<file path="src/rtl/sys_dump_tx.sv">
// Memory-to-UART byte dumper: reads words from memory once per word touched and streams
// the requested byte range, little-endian, to a UART transmitter with busy back-pressure.
module sys_dump_tx #(
  parameter logic [7:0] IDLE_BYTE = 8'h00
) (
  input  logic        clk,
  input  logic        resetn,
  input  logic        start,
  input  logic [31:0] start_addr,
  input  logic [31:0] length,
  input  logic        abort,
  output logic        busy,
  output logic        done,
  output logic        aborted,
  output logic        mem_req,
  output logic [31:0] mem_addr,
  input  logic        mem_gnt,
  input  logic [31:0] mem_rdata,
  input  logic        tx_busy,
  output logic        tx_enable,
  output logic [7:0]  tx_data
);

  localparam logic [2:0] StIdle  = 3'd0;
  localparam logic [2:0] StFetch = 3'd1;
  localparam logic [2:0] StSend  = 3'd2;
  localparam logic [2:0] StGuard = 3'd3;
  localparam logic [2:0] StDrain = 3'd4;
  localparam logic [2:0] StDone  = 3'd5;

  logic [2:0]  state_q, state_d;
  logic [31:0] cur_addr_q, cur_addr_d;
  logic [31:0] remaining_q, remaining_d;
  logic [31:0] word_buf_q, word_buf_d;
  logic        abort_pend_q, abort_pend_d;
  logic        aborted_q, aborted_d;
  logic        send_fire;

  // A byte goes out only when the transmitter is free and no abort is pending this cycle.
  assign send_fire = (state_q == StSend) && !tx_busy && !abort;

  always_comb begin
    state_d      = state_q;
    cur_addr_d   = cur_addr_q;
    remaining_d  = remaining_q;
    word_buf_d   = word_buf_q;
    abort_pend_d = abort_pend_q;
    aborted_d    = aborted_q;
    unique case (state_q)
      StIdle: begin
        if (start) begin
          cur_addr_d   = start_addr;
          remaining_d  = length;
          abort_pend_d = 1'b0;
          aborted_d    = 1'b0;
          state_d      = (length == 32'd0) ? StDone : StFetch;
        end
      end
      StFetch: begin
        if (abort) begin
          aborted_d = 1'b1;
          state_d   = StDone;
        end else if (mem_gnt) begin
          word_buf_d = mem_rdata;
          state_d    = StSend;
        end
      end
      StSend: begin
        if (abort) begin
          aborted_d = 1'b1;
          state_d   = StDone;
        end else if (send_fire) begin
          cur_addr_d  = cur_addr_q + 32'd1;
          remaining_d = remaining_q - 32'd1;
          state_d     = StGuard;
        end
      end
      StGuard: begin
        if (abort) abort_pend_d = 1'b1;
        state_d = StDrain;
      end
      StDrain: begin
        if (abort) abort_pend_d = 1'b1;
        if (!tx_busy) begin
          if (abort || abort_pend_q) begin
            aborted_d = 1'b1;
            state_d   = StDone;
          end else if (remaining_q == 32'd0) begin
            state_d = StDone;
          end else if (cur_addr_q[1:0] == 2'b00) begin
            state_d = StFetch;
          end else begin
            state_d = StSend;
          end
        end
      end
      StDone: begin
        abort_pend_d = 1'b0;
        state_d      = StIdle;
      end
      default: state_d = StIdle;
    endcase
  end

  always_ff @(posedge clk) begin
    if (!resetn) begin
      state_q      <= StIdle;
      cur_addr_q   <= 32'd0;
      remaining_q  <= 32'd0;
      word_buf_q   <= 32'd0;
      abort_pend_q <= 1'b0;
      aborted_q    <= 1'b0;
    end else begin
      state_q      <= state_d;
      cur_addr_q   <= cur_addr_d;
      remaining_q  <= remaining_d;
      word_buf_q   <= word_buf_d;
      abort_pend_q <= abort_pend_d;
      aborted_q    <= aborted_d;
    end
  end

  assign busy      = (state_q != StIdle);
  assign done      = (state_q == StDone);
  assign aborted   = (state_q == StDone) && aborted_q;
  assign mem_req   = (state_q == StFetch) && !abort;
  assign mem_addr  = {cur_addr_q[31:2], 2'b00};
  assign tx_enable = send_fire;
  assign tx_data   = send_fire ? word_buf_q[{cur_addr_q[1:0], 3'b000} +: 8] : IDLE_BYTE;

endmodule

</file>
<file path="config.mk">
export PLATFORM = sky130hd
export DESIGN_NAME = sys_dump_tx
export DESIGN_NICKNAME = d
export VERILOG_FILES = /design/src/rtl/sys_dump_tx.sv
export SDC_FILE = /design/constraint.sdc
export NUM_CORES = 1
export LEC_CHECK = 0
export ABC_AREA = 1
export CELL_PAD_IN_SITES_DETAIL_PLACEMENT = 2
export CELL_PAD_IN_SITES_GLOBAL_PLACEMENT = 2
export CORE_MARGIN = 2
export CORE_UTILIZATION = 28
export DETAILED_ROUTE_END_ITERATION = 10
export PLACE_DENSITY_LB_ADDON = 0.1
export SLEW_MARGIN = 10
export SYNTH_ARGS = -nofsm -noshare
export SYNTH_HDL_FRONTEND = slang
export SYNTH_SLANG_ARGS = --single-unit
export TNS_END_PERCENT = 100
</file>
<file path="constraint.sdc">
create_clock -name clk -period 3.2 [get_ports clk]
set_input_delay 0.48 -clock clk [delete_from_list [all_inputs] [get_ports clk]]
set_output_delay 0.48 -clock clk [all_outputs]
set_load 0.03 [all_outputs]
</file>
; Word level (Yosys, flattened, before mapping)
; Cells that the tools add are included.
[op_classes]
add_sub_neg = 2
eq_ne = 14
n_shift = 1
n_mux = 26
bitwise_logic = 1
reduce_logical = 22
[op_table]
columns = cell, n
row1 = $mux 32, 6
row2 = $pmux 32 s2, 2
row3 = $logic_not 32->1, 2
row4 = $add 32x1->32 const B, 1
row5 = $shiftx 32x6->8, 1
row6 = $sub 32x1->32 const B, 1
row7 = $mux 3, 9
row8 = $pmux 3 s5, 1
row9 = $ne 2x2->1 const B, 5
row10 = $reduce_bool 3->1, 3
row11 = $mux 8, 1
row12 = $reduce_and 4->1, 2
row13 = $eq 3x2->1 const B, 2
row14 = $eq 3x3->1 const B, 2
row15 = $ne 3x3->1 const B, 2
row16 = $pmux 1 s3, 2
row17 = $reduce_and 3->1, 2
row18 = $reduce_and 5->1, 1
row19 = $logic_and 1x1->1, 4
row20 = $mux 1, 4
row21 = $ne 2x1->1 const B, 2
row22 = $reduce_or 2->1, 2
row23 = $eq 3x1->1 const B, 1
row24 = $logic_not 3->1, 1
row25 = 6 further kinds, 7
[totals]
ff_bits = 101
input_bits = 102
out_inout_bits = 45

; Longest topological paths before layout
; Gate-level depths: netlist of the first run.
[logic_depth]
word_depth = 6
mapped_depth = 12
mapped_depth_nobuf = 12

; Worst setup path before layout of the first run
; No wires, ideal clock.
[synth_timing]
path_type = flip-flop to output port
from = reg cur_addr_q[1]
to = out tx_data[0]
arrival_ps = 1564
slack_ps = 1156
stages_incl_launch_ff = 6
n_path_buf = 1
cell_sequence = dfxtp_1 -> clkbuf_1 -> clkinv_1 -> nor2_1 -> o21ai_0 -> a21oi_1
[synth_between]
elab_chain_cells = 2
[synth_lines]
columns = item, line_no
row1 = from (decl), 32  ; logic [31:0] cur_addr_q, cur_addr_d;
row2 = from (signal assigned), 115  ; cur_addr_q <= cur_addr_d;
row3 = $shiftx 32x6->8, 129  ; assign tx_data = send_fire ? word_buf_q[{cur_addr_q[1:0], 3'b000} +: 8] : IDLE_BYTE;
row4 = $mux 8, 129
row5 = to (decl), 21  ; output logic [7:0] tx_data
; Every way passes these cells.

; Worst setup path after layout of the first run
[layout_timing]
from = reg cur_addr_q[1]
to = out tx_data[7]
; The elaborated chain is that of the path after synthesis.

==> results of run 1 <==
## power by group through the flow
stage                     logic [uW]  clock network (uW)  registers [uW]
after floorplan                 1600                   0            1670
after global placement          2200                   0            1780
after detailed placement        2260                   0            1790
after CTS                       2290                1210            1760
after global routing            2540                1260            1810
final                           2250                1180            1760
## worst paths after layout
check	end	slack (ns)	cells after the start
max	tx_data[7]	0.24	5
min reg2reg	aborted_q	0.47	2
min	aborted_q	0.47	2
max reg2reg	remaining_q[3]	0.86	8
## worst register-to-register path, cell delays in order, from the launching register on
cell,delay [ns]
dfxtp_1,0.41
inv_2,0.08
nor3_4,0.18
buf_4,0.54
buf_4,0.56
nand2_1,0.12
o22ai_1,0.13
a21oi_1,0.09
o21a_1,0.12
## metrics by stage
stage                     hold WS, ns  cells  utilization (%)  worst slack, ns
after floorplan                0.4301   1122                -            1.156
after global placement         0.4519   1519            35.04           0.5424
after detailed placement       0.4623   1519            35.04           0.4898
after CTS                      0.4747   1535            36.34           0.2301
after global routing           0.4915   1535            36.34          0.05369
final                          0.4729   1535            36.34           0.2432
## layout make-up
type | instances | area (um^2)
timing repair buffer | 158 | 1584
tap | 319 | 399.1
multi-input combinational | 846 | 3864
sequential | 101 | 2022
clock inverter | 7 | 78.83
fill | 2903 | 14940
inverter | 95 | 356.6
clock buffer | 9 | 225.2
## per-layer routing
layer	routed length, um	GRT usage [%]	vias up	share of wire, %
met5	26	0	-	0.098
met2	12060	35.86	113	46
met1	12800	28.92	3580	48
li1	-	-	3762	-
met4	261	4.719	4	0.99
met3	1254	4.300	19	4.7
## cell usage after synthesis
| cell | count |
|---|---|
| nand2_1 | 258 |
| nor2_1 | 233 |
| dfxtp_1 | 101 |
| o21ai_0 | 93 |
| inv_1 | 91 |
| a21oi_1 | 77 |
| nand3_1 | 69 |
| clkbuf_1 | 36 |
| buf_4 | 34 |
| o21a_1 | 27 |
| nand4_1 | 12 |
| nor3_1 | 11 |
| o211ai_1 | 10 |
| a31oi_1 | 8 |
| buf_2 | 8 |
| o21ai_1 | 8 |
| or2_2 | 8 |
| xnor2_1 | 7 |
| xor2_1 | 7 |
| ha_1 | 4 |
| nand3b_1 | 3 |
| o22ai_1 | 3 |
| a211oi_1 | 2 |
| buf_1 | 2 |
| clkinv_1 | 2 |
| inv_2 | 2 |
| a22oi_1 | 1 |
| conb_1 | 1 |
| nand2_2 | 1 |
| nand3_2 | 1 |
| nor3_4 | 1 |
## state kept, by name (all words and copies together) (netlist names)
name,cells
remaining_q,32
cur_addr_q,32
aborted_q,1
abort_pend_q,1
state_q,3
word_buf_q,32
## kinds of logic (layout without fill, tap and decap cells)
group           count (synthesis)  count (layout)
other cells                     1               2
flops                         101             101
fa+ha+maj                       4               4
compound gates                229             229
buf+inv                       175             269
simple gates                  597             597
xor+xnor                       14              14
==> flow_summary.ini, run 1 <==
[hold_path]
min_from = aborted_q
hp-class = flip-flop to flip-flop

[layout]
final_common_cell = nand2_1
diodes = 0
drive_above_1_share_pct = 3.536
area_growth_pct = 27.75
postLayoutCellArea_mm2 = 0.008529
layout_common_cells = nand2_1, nor2_1, clkdlybuf4s50_1
nets = 1317

[synth]
synth_adder_area_share_pct = 0.7496
synth_top_cell_area_share_pct = 30.28
syn-cell-area_mm2 = 0.006676
synth_top_family_by_area = simple AND/OR/NAND/NOR gates
synthTopCellsByArea = dfxtp_1, nand2_1, nor2_1
synth_compound_area_share_pct = 18.87
syn_inst = 1121
syn_area_per_cell_um2 = 5.956
ys_seq_area_share_pct = 30.28
yosys.area_share.simple_pct = 36.30
yosysWarnings = 0
synth_mux_area_share_pct = 0
yosys.area_share.xor_xnor_pct = 1.837
ys_types = 31
synth-seq-cells = 101
yosys.area.top_type = dfxtp_1

[critical_path]
crit_slowest_cell = clkdlybuf4s50_1
worst_path_largest_cell_delay_ns = 0.70
critPathLaunch = cur_addr_q[1]
start_kind = flip-flop
crit_arrival_ns = 2.48
crit_family = buffers and inverters
r2r-start = state_q[1]
critPathKind = flip-flop to output pin
worst-path-buf-inv = 2
cp-end-kind = output pin
worstPathCellList = clkinv_1, nor2_1, o21ai_0, a21oi_1, clkdlybuf4s50_1
crit_required_ns = 2.72
path_max_fanout = 13

[pwr]
seq_power_share_pct = 33.9
clkPwrFrac_pct = 22.7
switching_share_pct = 44.90
p_sw_uw = 2327
p_int_uw = 2855
p_per_area_mw_per_mm2 = 607.6
total_power_uw = 5182
p_leak_uw = 0.003292
p_comb_share_pct = 43.3
ir_drop_mv = 0.2523

[global_route]
grt_pass1_wl_um = 42230
grt_max_degree = 60
grt_util_all_layers_pct = 21.57
globalRouteOverflowTotal = 0
antenna_found_initial = 2
grt_pass1_vias = 7905

[clocking]
numCtsBuffers = 9
clock_sinks = 101
post-cts-setup-buffers = 0
hold_buffers = 0
cts_max_level = 3
clk_latency_ns = 0.36
clock_path_buffers = 2
cts-root-buf = clkbuf_16
clk_pin_slew_worst_paths_ns = 0.08
cts_tree = built
postCtsResizedCells = 0

[route]
dr.first_iter.drc_count = 295
post_drt_wl_per_cell_um = 17.20
vias_per_cell = 4.872
vias = 7478
drt_wl_total_um = 26410
drt-pass1-iter-count = 4
drc_errors = 0
antenna_left = 0

[timing]
rsz0062_at_grt = false
fin_tns_setup_ns = 0
final.min_clock_period_ns = 2.957
tightest_slew_ns = 1.045
fmax_ghz = 0.3382
fin_crit_sh_pct = 92.40
finalHoldViolCount = 0
finClkSkew_ns = 0.009152
slew_viol_final = 0
timing.slew.headroom_pct = 30.26
setup_violations = 0

[placement]
gp_congestion = 0.8213
place_area_mm2 = 0.008225
hpwl_um = 20220
portBuffers = 144

[floorplan]
die_w_um = 158.4
start_util_pct = 28.44
num_rows = 56
die-area_mm2 = 0.02510
ios = 147
die_y_um = 158.4
core-area_mm2 = 0.02347

[status]
outcome = finished clean

[job]
max_cap_viol_count = 0
Note: power is estimated with default switching activity, not from simulation.
==> inputs of run 2 (changes only) <==
--- a/config.mk
+++ b/config.mk
@@ -12,6 +12,7 @@
 export CORE_UTILIZATION = 28
 export DETAILED_ROUTE_END_ITERATION = 10
 export PLACE_DENSITY_LB_ADDON = 0.1
+export RECOVER_POWER = 25
 export SLEW_MARGIN = 10
 export SYNTH_ARGS = -nofsm -noshare
 export SYNTH_HDL_FRONTEND = slang
==> run 2 against run 1 <==
Against the previous run: die area did not move; worst setup slack worse by 0.00059 ns; routed wire length fell by 0.13%; design area shrank 0.13%; clock power about the same; global-route usage unchanged; power decreased by 0.73%; via count is essentially flat; clock skew is essentially flat; critical path type unchanged; largest power group unchanged.
==> flow_summary.ini, run 2 (synthesis results as in run 1) <==
[status]
outcome = finished clean

[clocking]
clock_sinks = 101
clk_pin_slew_worst_paths_ns = 0.08
numCtsBuffers = 9
cts_tree = built
cts-root-buf = clkbuf_16
postCtsResizedCells = 0
post-cts-setup-buffers = 0
clock_path_buffers = 2
cts_max_level = 3
hold_buffers = 0
clk_latency_ns = 0.36

[route]
dr.first_iter.drc_count = 285
drt_wl_total_um = 26370
vias = 7473
vias_per_cell = 4.868
drt-pass1-iter-count = 4
antenna_left = 0
post_drt_wl_per_cell_um = 17.18
drc_errors = 0

[critical_path]
worstPathCellList = clkinv_1, nor2_1, o21ai_0, a21oi_1, clkdlybuf4s50_1
path_max_fanout = 13
worst-path-buf-inv = 2
critPathKind = flip-flop to output pin
reg2reg_slack_ns = 0.52
worst_path_largest_cell_delay_ns = 0.70
crit_slowest_cell = clkdlybuf4s50_1
start_kind = flip-flop
crit_arrival_ns = 2.48
crit_family = buffers and inverters
cp-end-kind = output pin
crit_required_ns = 2.72

[timing]
finClkSkew_ns = 0.009005
fin_tns_setup_ns = 0
timing.slew.headroom_pct = 30.22
setup_violations = 0
rsz0062_at_grt = false
setup_ws_ns = 0.2426
fin_crit_sh_pct = 92.42
tightest_slew_ns = 1.046
finalHoldViolCount = 0
fmax_ghz = 0.3381
slew_viol_final = 0
final.min_clock_period_ns = 2.957

[floorplan]
die_w_um = 158.4
core-area_mm2 = 0.02347
start_util_pct = 28.44
num_rows = 56
die_y_um = 158.4
ios = 147
die-area_mm2 = 0.02510

[global_route]
globalRouteOverflowTotal = 0
antenna_found_initial = 2
grt_pass1_vias = 7905
grt_max_degree = 60
grt_util_all_layers_pct = 21.57
grt_pass1_wl_um = 42230

[pwr]
p_per_area_mw_per_mm2 = 603.9
ir_drop_mv = 0.2523
p_int_uw = 2827
p_sw_uw = 2317
p_comb_share_pct = 43.1
seq_power_share_pct = 34.1
switching_share_pct = 45.05
clkPwrFrac_pct = 22.9
p_leak_uw = 0.003370

[layout]
area_growth_pct = 27.59
drive_above_1_share_pct = 3.289
nets = 1317
postLayoutCellArea_mm2 = 0.008518
final_util_pct = 36.29
largestRegisters = cur_addr_q (32), remaining_q (32), word_buf_q (32)
diodes = 0
final_common_cell = nand2_1
layout_common_cells = nand2_1, nor2_1, clkdlybuf4s50_1

[placement]
portBuffers = 144
place_area_mm2 = 0.008225
gp_congestion = 0.8213
hpwl_um = 20220
pre_cts_ws_ns = 0.4898

[job]
max_cap_viol_count = 0

[hold_path]
hp-class = flip-flop to flip-flop
## run 2: path summary, 6_finish.rpt
check | startpoint | endpoint | cells past startpoint
worst max register to register | state_q[1] | cur_addr_q[5] | 10
worst min-delay path | aborted_q | aborted_q | 2
worst max-delay path | cur_addr_q[1] | tx_data[7] | 5
worst min register to register | aborted_q | aborted_q | 2
## run 2: area by class of cell
type | count | area [um^2]
sequential | 101 | 2022
inverter | 95 | 356.6
timing repair buffer | 158 | 1584
tap | 319 | 399.1
clock inverter | 7 | 78.83
multi-input combinational | 846 | 3852
clock buffer | 9 | 225.2
fill | 2905 | 14950
## run 2: power by group through the flow
stage          clock, uW  sequential, uW  combinational (uW)
2_1_floorplan          0            1670                1600
3_3_place_gp           0            1780                2200
3_5_place_dp           0            1790                2260
4_1_cts             1210            1760                2290
5_1_grt             1260            1800                2510
6_report            1180            1750                2220
## run 2: tightest hold or removal path, delay by kind of cell (launching register included)
family,cells,cell delay (ns)
flops,1,0.30
buf+inv,1,0.07
compound gates,1,0.06
## run 2: through the flow
step	cells	power, uW	hold WS, ns
3_3_place_gp	1519	3986	0.4519
3_5_place_dp	1519	4051	0.4623
2_1_floorplan	1122	3273	0.4301
5_1_grt	1535	5572	0.4915
6_report	1535	5144	0.4733
4_1_cts	1535	5261	0.4747
## run 2: per-layer routing
layer  wire length, um  track usage (%)
met2             12060            35.86
met4               261            4.719
met5                26                0
met3              1307            4.300
met1             12720            28.92
==> inputs of run 3 (changes only) <==
--- a/config.mk
+++ b/config.mk
@@ -5,11 +5,10 @@
 export SDC_FILE = /design/constraint.sdc
 export NUM_CORES = 1
 export LEC_CHECK = 0
-export ABC_AREA = 1
 export CELL_PAD_IN_SITES_DETAIL_PLACEMENT = 2
 export CELL_PAD_IN_SITES_GLOBAL_PLACEMENT = 2
 export CORE_MARGIN = 2
-export CORE_UTILIZATION = 28
+export CORE_UTILIZATION = 31
 export DETAILED_ROUTE_END_ITERATION = 10
 export PLACE_DENSITY_LB_ADDON = 0.1
 export RECOVER_POWER = 25
==> run 3 against run 2 <==
Against the previous run: non-clock buffer count increased by 14; sequential power decreased by 12%; first-iteration DRC count increased by 10%; maximum frequency increased by 3.3%; critical path type unchanged; die area decreased by 15%; highest routed layer is now met4; final cell count decreased by 23%; critical path depth increased by 1; sequential cell count unchanged; routed wire length decreased by 5.8%; synthesized cell count decreased by 26%; power decreased by 23%; global-route usage increased by 1.6 points.
==> flow_summary.ini, run 3 <==
[route]
antenna_left = 0
vias_per_cell = 5.696
drt_wl_total_um = 24830
dr.first_iter.drc_count = 314
vias = 6756
post_drt_wl_per_cell_um = 20.94
drc_errors = 0
drt-pass1-iter-count = 4

[clocking]
clock_sinks = 101
clk_latency_ns = 0.36
clock_path_buffers = 2
postCtsResizedCells = 0
cts_max_level = 3
clk_pin_slew_worst_paths_ns = 0.07
numCtsBuffers = 9
cts_tree = built
hold_buffers = 0
cts-root-buf = clkbuf_16
post-cts-setup-buffers = 0

[synth]
yosysWarnings = 0
synth-seq-cells = 101
synth_top_cells_by_count = nand2_1, dfxtp_1, a21oi_1
synth_edf_count = 0
async_flop_share_pct = 0
ys_types = 77
syn-cell-area_mm2 = 0.006226
yosys.area.top_type = dfxtp_1
yosysMostFrequentCell = nand2_1
synth_top_cell_area_share_pct = 32.48
synth_ff_type = dfxtp_1
syn_inst = 824
synthTopCellsByArea = dfxtp_1, nand2_1, a21oi_1
ys_seq_area_share_pct = 32.48
syn_area_per_cell_um2 = 7.556

[job]
max_cap_viol_count = 0

[hold_path]
hp-class = flip-flop to flip-flop

[placement]
portBuffers = 144
hpwl_um = 18180
place_area_mm2 = 0.007725
gp_congestion = 0.7948

[timing]
fin_crit_sh_pct = 89.48
tightest_slew_ns = 0.8715
fin_tns_setup_ns = 0
setup_violations = 0
finalHoldViolCount = 0
timing.slew.headroom_pct = 41.45
rsz0062_at_grt = false
final.min_clock_period_ns = 2.863
slew_viol_final = 0
finClkSkew_ns = 0.006580
fmax_ghz = 0.3493

[floorplan]
num_rows = 51
die_y_um = 145.7
core-area_mm2 = 0.01959
die_w_um = 145.7
die-area_mm2 = 0.02123
start_util_pct = 31.78
ios = 147

[pwr]
ir_drop_mv = 0.2747
p_leak_uw = 0.002874
total_power_uw = 3979
p_per_area_mw_per_mm2 = 494.5

[layout]
final_common_cell = nand2_1
final_util_pct = 41.07
area_growth_pct = 29.24
diodes = 0
drive_above_1_share_pct = 8.903
nets = 1023
layout_common_cells = nand2_1, clkdlybuf4s50_1, dfxtp_1
largestRegisters = cur_addr_q (32), remaining_q (32), word_buf_q (32)
postLayoutCellArea_mm2 = 0.008046

[critical_path]
crit_required_ns = 2.72
crit_arrival_ns = 2.38
reg2reg_slack_ns = 0.65
start_kind = flip-flop
cp-end-kind = output pin
critPathKind = flip-flop to output pin
path_max_fanout = 20

[global_route]
antenna_found_initial = 0
grt_util_all_layers_pct = 23.14
grt_pass1_wl_um = 40110
grt_max_degree = 66
grt_pass1_vias = 7327
globalRouteOverflowTotal = 0

[status]
outcome = finished clean
run 3: cell count changes in the layout (fill, tap and decap cells not counted), moves of 24 or more:
cell and delta:
o21ai_0 -46, nor2_1 -172, buf_4 +24, inv_1 -83, nor3_1 +24, nand2_1 -138, nand3_1 -44
run 3: logic make-up after synthesis:
| group | count (synthesis) | synth area share, % |
|---|---|---|
| and+or+nand+nor | 358 | 29.00 |
| DFF | 101 | 32.48 |
| other | 1 | 0.06023 |
| AOI/OAI and AO/OA | 243 | 24.76 |
| adders and majority gates | 4 | 0.8039 |
| buffers and inverters | 102 | 8.883 |
| xor gates and xnor gates | 1 | 0.1407 |
| muxes | 14 | 3.879 |
run 3: critical path: stages (launching register included):
cell and delay [ns]:
dfxtp_1 0.69, nor3b_1 0.35, o21a_2 0.18, buf_4 0.26, nand2_2 0.23, clkinv_1 0.14
buf_4 0.17
run 3: final timing paths:
| path | to | cells after the start | from |
|---|---|---|---|
| worst min register to register | word_buf_q[28] | 2 | word_buf_q[28] |
| worst max-delay path | tx_enable | 6 | state_q[1] |
| worst min-delay path | word_buf_q[28] | 2 | word_buf_q[28] |
| worst max register to register | cur_addr_q[15] | 5 | cur_addr_q[2] |
run 3: stage by stage:
stage	setup slack, ns	hold WS (ns)	instances
finish	0.3367	0.4580	1186
global route	0.1481	0.4782	1186
CTS	0.1652	0.4612	1186
detailed placement	0.3882	0.4507	1171
global placement	0.4322	0.4385	1171
floorplan	0.6420	0.4331	825
run 3: layout make-up:
type,count,area [um^2]
clock buffer,11,242.7
tap,265,331.6
fill,2287,11540
multi-input combinational,622,3682
inverter,11,41.29
clock inverter,4,72.57
sequential,101,2022
timing repair buffer,172,1654
run 3: layer usage:
metal / vias up / routed length (um) / global-route usage, %
met4: 0 / 402 / 5.490
li1: 3199 / - / -
met2: 140 / 12820 / 42.64
met3: 25 / 958 / 4.107
met1: 3392 / 10660 / 27.80
met5: - / 0 / 0
run 3: power breakdown:
part	total, uW	leakage, uW	switching, uW	internal (uW)
Sequential	1540	0.000827	164	1380
Combinational	1220	0.00190	719	500
Clock	1220	0.000152	515	703
